### src/rtl/pll_reset_sequencer_pkg.sv
// Shared types and constants for the PLL reset sequencer.
package pll_seq_pkg;

  typedef enum logic [2:0] {
    PLL_RST   = 3'd0,
    WAIT_LOCK = 3'd1,
    STABLE    = 3'd2,
    SYS_RST   = 3'd3,
    RUN       = 3'd4,
    FAULT     = 3'd5
  } seq_state_t;

  // Defaults for the 27 MHz board clock.
  localparam int PLL_RST_CYCLES_DEF     = 16;
  localparam int LOCK_TIMEOUT_DEF       = 27000;
  localparam int LOCK_STABLE_CYCLES_DEF = 1024;
  localparam int SYS_RST_CYCLES_DEF     = 64;
  localparam int MAX_RETRIES_DEF        = 3;

  // Timer width: one bit of headroom over the longest interval so the
  // terminal count never aliases with a wrapped value.
  function automatic int timer_width(input int a, input int b, input int c, input int d);
    int m;
    m = a;
    if (b > m) m = b;
    if (c > m) m = c;
    if (d > m) m = d;
    return $clog2(m) + 1;
  endfunction

endpackage

### src/rtl/pll_reset_sequencer_if.sv
// PLL-side and system-side signals of the reset sequencer.
interface pll_reset_sequencer_if;
  logic       pll_lock;
  logic       relock_req;
  logic       pll_reset;
  logic       sys_resetn;
  logic       locked;
  logic       fault;
  logic [3:0] retry_count;

  modport master (
    input  pll_lock, relock_req,
    output pll_reset, sys_resetn, locked, fault, retry_count
  );

  modport slave (
    output pll_lock, relock_req,
    input  pll_reset, sys_resetn, locked, fault, retry_count
  );
endinterface

### src/rtl/pll_reset_sequencer_sync_2ff.sv
// Two-flop synchroniser for asynchronous inputs (PLL lock, UART RX, ...).
module sync_2ff #(
  parameter int WIDTH = 1
) (
  input  logic             clk,
  input  logic             resetn,
  input  logic [WIDTH-1:0] d,
  output logic [WIDTH-1:0] q
);
  logic [WIDTH-1:0] meta;

  // Two back-to-back flops; q is valid two edges after d changes.
  always_ff @(posedge clk or negedge resetn) begin
    if (!resetn) begin
      meta <= '0;
      q    <= '0;
    end else begin
      meta <= d;
      q    <= meta;
    end
  end
endmodule

### src/rtl/pll_reset_sequencer.sv
// PLL reset sequencer: resets the PLL, qualifies LOCK, then releases the
// system reset. Runs on the raw board clock.
//
// state     | meaning
// PLL_RST   | pll_reset held high for PLL_RST_CYCLES
// WAIT_LOCK | waiting for lock_s, bounded by LOCK_TIMEOUT
// STABLE    | lock_s must stay high LOCK_STABLE_CYCLES in a row
// SYS_RST   | lock qualified, sys_resetn still low SYS_RST_CYCLES
// RUN       | system out of reset
// FAULT     | too many timeouts, waits for relock_req or resetn
module pll_reset_sequencer
  import pll_seq_pkg::*;
#(
  parameter int PLL_RST_CYCLES     = PLL_RST_CYCLES_DEF,
  parameter int LOCK_TIMEOUT       = LOCK_TIMEOUT_DEF,
  parameter int LOCK_STABLE_CYCLES = LOCK_STABLE_CYCLES_DEF,
  parameter int SYS_RST_CYCLES     = SYS_RST_CYCLES_DEF,
  parameter int MAX_RETRIES        = MAX_RETRIES_DEF
) (
  input logic                    clk,
  input logic                    resetn,
  pll_reset_sequencer_if.master  pll_io
);
  localparam int TW = timer_width(PLL_RST_CYCLES, LOCK_TIMEOUT,
                                  LOCK_STABLE_CYCLES, SYS_RST_CYCLES);

  localparam logic [TW-1:0] PLL_RST_TC = TW'(PLL_RST_CYCLES - 1);
  localparam logic [TW-1:0] TIMEOUT_TC = TW'(LOCK_TIMEOUT - 1);
  localparam logic [TW-1:0] STABLE_TC  = TW'(LOCK_STABLE_CYCLES - 1);
  localparam logic [TW-1:0] SYS_RST_TC = TW'(SYS_RST_CYCLES - 1);
  localparam logic [3:0]    RETRY_MAX  = 4'(MAX_RETRIES);

  seq_state_t    state, state_nx;
  logic [TW-1:0] timer;
  logic          restart;
  logic          lock_s;
  logic [3:0]    retry_q, retry_nx;
  logic          pll_reset_q, sys_resetn_q, locked_q, fault_q;

  sync_2ff #(.WIDTH(1)) u_lock_sync (
    .clk    (clk),
    .resetn (resetn),
    .d      (pll_io.pll_lock),
    .q      (lock_s)
  );

  // Next-state and retry bookkeeping; relock_req has priority everywhere.
  always_comb begin
    state_nx = state;
    restart  = 1'b0;
    retry_nx = retry_q;
    case (state)
      PLL_RST: begin
        if (pll_io.relock_req)     restart  = 1'b1;
        else if (timer == PLL_RST_TC) state_nx = WAIT_LOCK;
      end
      WAIT_LOCK: begin
        if (pll_io.relock_req)     state_nx = PLL_RST;
        else if (lock_s)           state_nx = STABLE;
        else if (timer == TIMEOUT_TC) begin
          retry_nx = retry_q + 4'd1;
          state_nx = (retry_nx == RETRY_MAX) ? FAULT : PLL_RST;
        end
      end
      STABLE: begin
        if (pll_io.relock_req)     state_nx = PLL_RST;
        else if (!lock_s)          state_nx = WAIT_LOCK;
        else if (timer == STABLE_TC) state_nx = SYS_RST;
      end
      SYS_RST: begin
        if (pll_io.relock_req)     state_nx = PLL_RST;
        else if (timer == SYS_RST_TC) begin
          state_nx = RUN;
          retry_nx = 4'd0;
        end
      end
      RUN: begin
        if (pll_io.relock_req || !lock_s) state_nx = PLL_RST;
      end
      FAULT: begin
        if (pll_io.relock_req) begin
          state_nx = PLL_RST;
          retry_nx = 4'd0;
        end
      end
      default: state_nx = PLL_RST;
    endcase
  end

  // State register and shared timer; timer clears on every state entry.
  always_ff @(posedge clk or negedge resetn) begin
    if (!resetn) begin
      state <= PLL_RST;
      timer <= '0;
    end else begin
      state <= state_nx;
      if (restart || (state_nx != state)) timer <= '0;
      else                                timer <= timer + 1'b1;
    end
  end

  // Outputs registered from the next state so they align with the state.
  always_ff @(posedge clk or negedge resetn) begin
    if (!resetn) begin
      pll_reset_q  <= 1'b1;
      sys_resetn_q <= 1'b0;
      locked_q     <= 1'b0;
      fault_q      <= 1'b0;
      retry_q      <= 4'd0;
    end else begin
      pll_reset_q  <= (state_nx == PLL_RST) || (state_nx == FAULT);
      sys_resetn_q <= (state_nx == RUN);
      locked_q     <= (state_nx == SYS_RST) || (state_nx == RUN);
      fault_q      <= (state_nx == FAULT);
      retry_q      <= retry_nx;
    end
  end

  assign pll_io.pll_reset   = pll_reset_q;
  assign pll_io.sys_resetn  = sys_resetn_q;
  assign pll_io.locked      = locked_q;
  assign pll_io.fault       = fault_q;
  assign pll_io.retry_count = retry_q;

endmodule

### src/flat_wrapper.sv
// flat-port wrapper written by rule: the top's interface ports become plain ports
module pll_reset_sequencer_flat import pll_seq_pkg::*;
#(
  parameter int PLL_RST_CYCLES     = PLL_RST_CYCLES_DEF,
  parameter int LOCK_TIMEOUT       = LOCK_TIMEOUT_DEF,
  parameter int LOCK_STABLE_CYCLES = LOCK_STABLE_CYCLES_DEF,
  parameter int SYS_RST_CYCLES     = SYS_RST_CYCLES_DEF,
  parameter int MAX_RETRIES        = MAX_RETRIES_DEF
)
  (clk, resetn, pll_io_pll_lock, pll_io_relock_req, pll_io_pll_reset, pll_io_sys_resetn, pll_io_locked, pll_io_fault, pll_io_retry_count);
  pll_reset_sequencer_if pll_io_i ();
  input logic clk;
  input logic resetn;
  input wire logic [$bits(pll_io_i.pll_lock)-1:0] pll_io_pll_lock;
  input wire logic [$bits(pll_io_i.relock_req)-1:0] pll_io_relock_req;
  output wire logic [$bits(pll_io_i.pll_reset)-1:0] pll_io_pll_reset;
  output wire logic [$bits(pll_io_i.sys_resetn)-1:0] pll_io_sys_resetn;
  output wire logic [$bits(pll_io_i.locked)-1:0] pll_io_locked;
  output wire logic [$bits(pll_io_i.fault)-1:0] pll_io_fault;
  output wire logic [$bits(pll_io_i.retry_count)-1:0] pll_io_retry_count;
  assign pll_io_i.pll_lock = pll_io_pll_lock;
  assign pll_io_i.relock_req = pll_io_relock_req;
  assign pll_io_pll_reset = pll_io_i.pll_reset;
  assign pll_io_sys_resetn = pll_io_i.sys_resetn;
  assign pll_io_locked = pll_io_i.locked;
  assign pll_io_fault = pll_io_i.fault;
  assign pll_io_retry_count = pll_io_i.retry_count;
  pll_reset_sequencer #(.PLL_RST_CYCLES(PLL_RST_CYCLES), .LOCK_TIMEOUT(LOCK_TIMEOUT), .LOCK_STABLE_CYCLES(LOCK_STABLE_CYCLES), .SYS_RST_CYCLES(SYS_RST_CYCLES), .MAX_RETRIES(MAX_RETRIES)) u_core (.clk(clk), .resetn(resetn), .pll_io(pll_io_i));
endmodule
### config.mk
export PLATFORM = sky130hd
export DESIGN_NAME = pll_reset_sequencer_flat
export DESIGN_NICKNAME = d
export VERILOG_FILES = /design/src/rtl/pll_reset_sequencer_pkg.sv /design/src/rtl/pll_reset_sequencer_if.sv /design/src/rtl/pll_reset_sequencer_sync_2ff.sv /design/src/rtl/pll_reset_sequencer.sv /design/src/flat_wrapper.sv
export SDC_FILE = /design/constraint.sdc
export NUM_CORES = 1
export LEC_CHECK = 0
export CORE_MARGIN = 2
export CORE_UTILIZATION = 58
export CTS_CLUSTER_SIZE = 25
export DETAILED_ROUTE_END_ITERATION = 10
export PLACE_DENSITY = 0.81
export SKIP_CTS_REPAIR_TIMING = 1
export SLEW_MARGIN = 10
export SYNTH_ARGS = -nofsm -noshare
export SYNTH_HDL_FRONTEND = slang
export SYNTH_SLANG_ARGS = --single-unit
### constraint.sdc
create_clock -name clk -period 2.2 [get_ports clk]
set_clock_uncertainty 0.05 [all_clocks]
set_input_delay 0.22 -clock clk [delete_from_list [all_inputs] [get_ports clk]]
set_output_delay 0.22 -clock clk [all_outputs]
set_load 0.02 [all_outputs]
==> metrics.txt <==
setup violators final 0; slew margin rel. 0.715; mux cell area share after synthesis 0.0117; Worst Path Arrival 2.21 ns; WL per Instance 16.0 um; Initial Utilization 0.614; vias per inst 6.07; port bufs 11; CP endpoint u_core.timer[9]; clock power share 0.342; Core ar. 0.00278 mm2; clock buffer depth 2; critical path class register to register; synthesized area per cell 10.3 um2; Leak 0.855 nW; P_int 682 uW; row cnt 19; share of cells above drive strength 1 0.230; CP cell instances nor3_1, nand4_1, nor3_1, o21ai_1, nand4_4, buf_4, nor2_1; clock latency on the worst-skew pair 0.33 ns; gr ovfl total 0; final worst-path cycle share 0.923; sequential fraction of the synthesis area 0.425; Post-synth top cells 28 x dfrtp_1, 22 x nor2_1, 11 x nand2_1; fmax 493 MHz; CP peak stage delay 0.44 ns; crit end category register; Reg clk slew, reported paths 0.10 ns; crit start category register; Total GRT Usage 0.247; Synth Area in Adders 0.0220; pwr/cell area 465 mW/mm2; placer congestion estimate 0.831; EDFF count, synth 0; Yosys cell types 56; Worst path most repeated cell nor3_1; wire length of the first global-routing pass 6210 um; Die W 58.3 um; Crit path buffers/inverters 1; drt total wl 3480 um; Post-Synth Simple-Gate Area 0.286; largest family of logic cells by synthesized area simple AND/OR/NAND/NOR gates; largest fanout on the critical path 8; Tmin final 2.03 ns; initial antenna violation count 0; via count 1,323; pre-CTS worst setup slack 0.00891 ns; final worst slack 0.170 ns; dominant cells by area after synthesis dfrtp_1 41%, nor2_1 4.8%, xnor2_1 3.6%, xor2_1 3.1%, nand2_1 2.4%; Worst R2R Path Depth 7; worst hold path type input pin to asynchronous set/reset pin; ys flop type dfrtp_1; total CTS buffers 5; root buf cell clkbuf_4; H-tree Lvls 2; largest net degree at the start of global routing 30; DRC viols 0; fin nets 193; Critical path origin u_core.timer[11]; Logic pwr share 0.049; status finished clean; r2r endpoint u_core.timer[9]; Layout area overhead 13.0%; clk sinks 29; Critical Path RT 2.38 ns; r2r startpoint u_core.timer[11]; vias in the first global route 1,334; fraction of registers with async set/reset 1.00; cells after synthesis 166; dpl cells 208; Worst VDD drop 0.500 mV; Post-Syn Nets 173; Pins Over Slew Limit 0; cell taking the most area after synthesis dfrtp_1; Yosys warnings 0; total die area 0.00340 mm2; Chip Height 58.3 um; Worst Max-Slew Pin Slew 0.424 ns; first-pass detailed-route iteration total 4; Compound-Gate Fraction of Synth Area 0.149; # IOs 12; unrepaired setup endpoints after global routing no; R2R setup slack 0.17 ns; critical path depth in cells 7; final core utilization 0.695; final-report hold violation count 0; overall power consumption 897 uW; Sequential Power Share 0.610; DRT iter0 DRCs 53; Cell Count, Final, Fillers Out 218; Net Sw Power 215 uW; Mapped Area 0.00171 mm2; Max-Cap Viols 0; worst-path cell with the longest stage delay dfrtp_1; TritonCTS clock tree built; hpwl dp 2510 um; area share of the largest cell type after synthesis 0.410; Diodes inserted 0; Post-Synth XOR/XNOR Area 0.0666; Largest delay share family, worst path simple AND/OR/NAND/NOR gates; most frequent cell after synthesis dfrtp_1; Net Sw Frac 0.240; Final ANT Viol Nets 0; synthesized flop and latch total 29
==> how the worst min path moves through the flow <==
stage,slack (ns),end,startpoint
5_1_grt,0.25,u_core.timer[6],resetn
2_1_floorplan,-0.13,u_core.pll_io.fault,resetn
6_report,0.20,u_core.timer[8],resetn
4_1_cts,0.21,u_core.timer[6],resetn
3_3_place_gp,0.29,u_core.u_lock_sync.q,u_core.u_lock_sync.meta
3_5_place_dp,0.28,u_core.u_lock_sync.q,u_core.u_lock_sync.meta
==> worst reg2reg max path: cells and delay by family, from the launching register on <==
kind,cells,cell delay [ns]
DFF,1,0.44
and+or+nand+nor,5,1.12
AOI/OAI and AO/OA,1,0.14
buffers and inverters,1,0.18
==> per-layer routing <==
| metal | vias to the layer above | track usage | wire length, um |
|---|---|---|---|
| met1 | 636 | 0.331 | 1580 |
| met2 | 40 | 0.369 | 1620 |
| li1 | 637 | - | - |
| met4 | 0 | 0.106 | 90 |
| met3 | 10 | 0.0759 | 189 |
| met5 | - | 0 | 0 |
==> power groups by stage <==
stage                     logic, mW  registers [mW]  clock network (mW)
final                        0.0437           0.547               0.307
after detailed placement     0.0433           0.557                   0
after CTS                    0.0432           0.547               0.319
after global placement       0.0411           0.557                   0
after floorplan              0.0219           0.556                   0
after global routing         0.0505           0.548               0.335
==> cell families (layout without fill, tap and decap cells) <==
group | Yosys count | in the layout
AO/OA/AOI/OAI | 30 | 30
adder cells (fa/ha/maj) | 3 | 3
multiplexers | 2 | 2
buffers and inverters | 13 | 34
AND/OR/NAND/NOR | 76 | 76
XOR/XNOR | 13 | 13
flip-flops | 29 | 29
==> final cells by class <==
class                   count  area, um2
flip-flops and latches     29        727
inverters                   6       22.5
clock inverters             1       5.00
well taps                  31       38.8
fillers                   224        850
repair buffers             20        178
multi-input cells         124        916
clock buffers               7       45.0
==> layout by cell type, fill, tap and decap left out, drive strengths merged, types with 3 or more instances in the layout <==
master | synthesis | layout
dfrtp | 28 | 28
nor2 | 22 | 22
nand2 | 11 | 11
clkdlybuf4s50 | 0 | 11
nor3 | 11 | 11
buf | 6 | 9
xnor2 | 7 | 7
clkbuf | 1 | 7
inv | 6 | 6
xor2 | 6 | 6
nand3 | 6 | 6
a21oi | 5 | 5
and3 | 4 | 4
nand4 | 4 | 4
a21o | 3 | 3
o21ai | 3 | 3
and4 | 3 | 3
nor4 | 3 | 3
ha | 3 | 3
==> per-stage QoR <==
stage	setup TNS, ns	area (um2)	hold slack (ns)
final	0	1930	0.202
after global routing	0	1930	0.246
after CTS	-0.0617	1910	0.206
after detailed placement	0	1860	0.285
after global placement	0	1860	0.288
after floorplan	0	1710	-0.126
==> state kept, by name, summed over array words and instances (netlist names) <==
| signal | cells |
|---|---|
| u_core.timer | 16 |
| u_core.pll_io.retry_count | 4 |
| u_core.state | 3 |
| u_core.pll_io.fault | 1 |
| u_core.pll_io.locked | 1 |
| u_core.pll_io.pll_reset | 1 |
| u_core.pll_io.sys_resetn | 1 |
| u_core.u_lock_sync.meta | 1 |
| u_core.u_lock_sync.q | 1 |
Note: power is estimated with default switching activity, not from simulation.
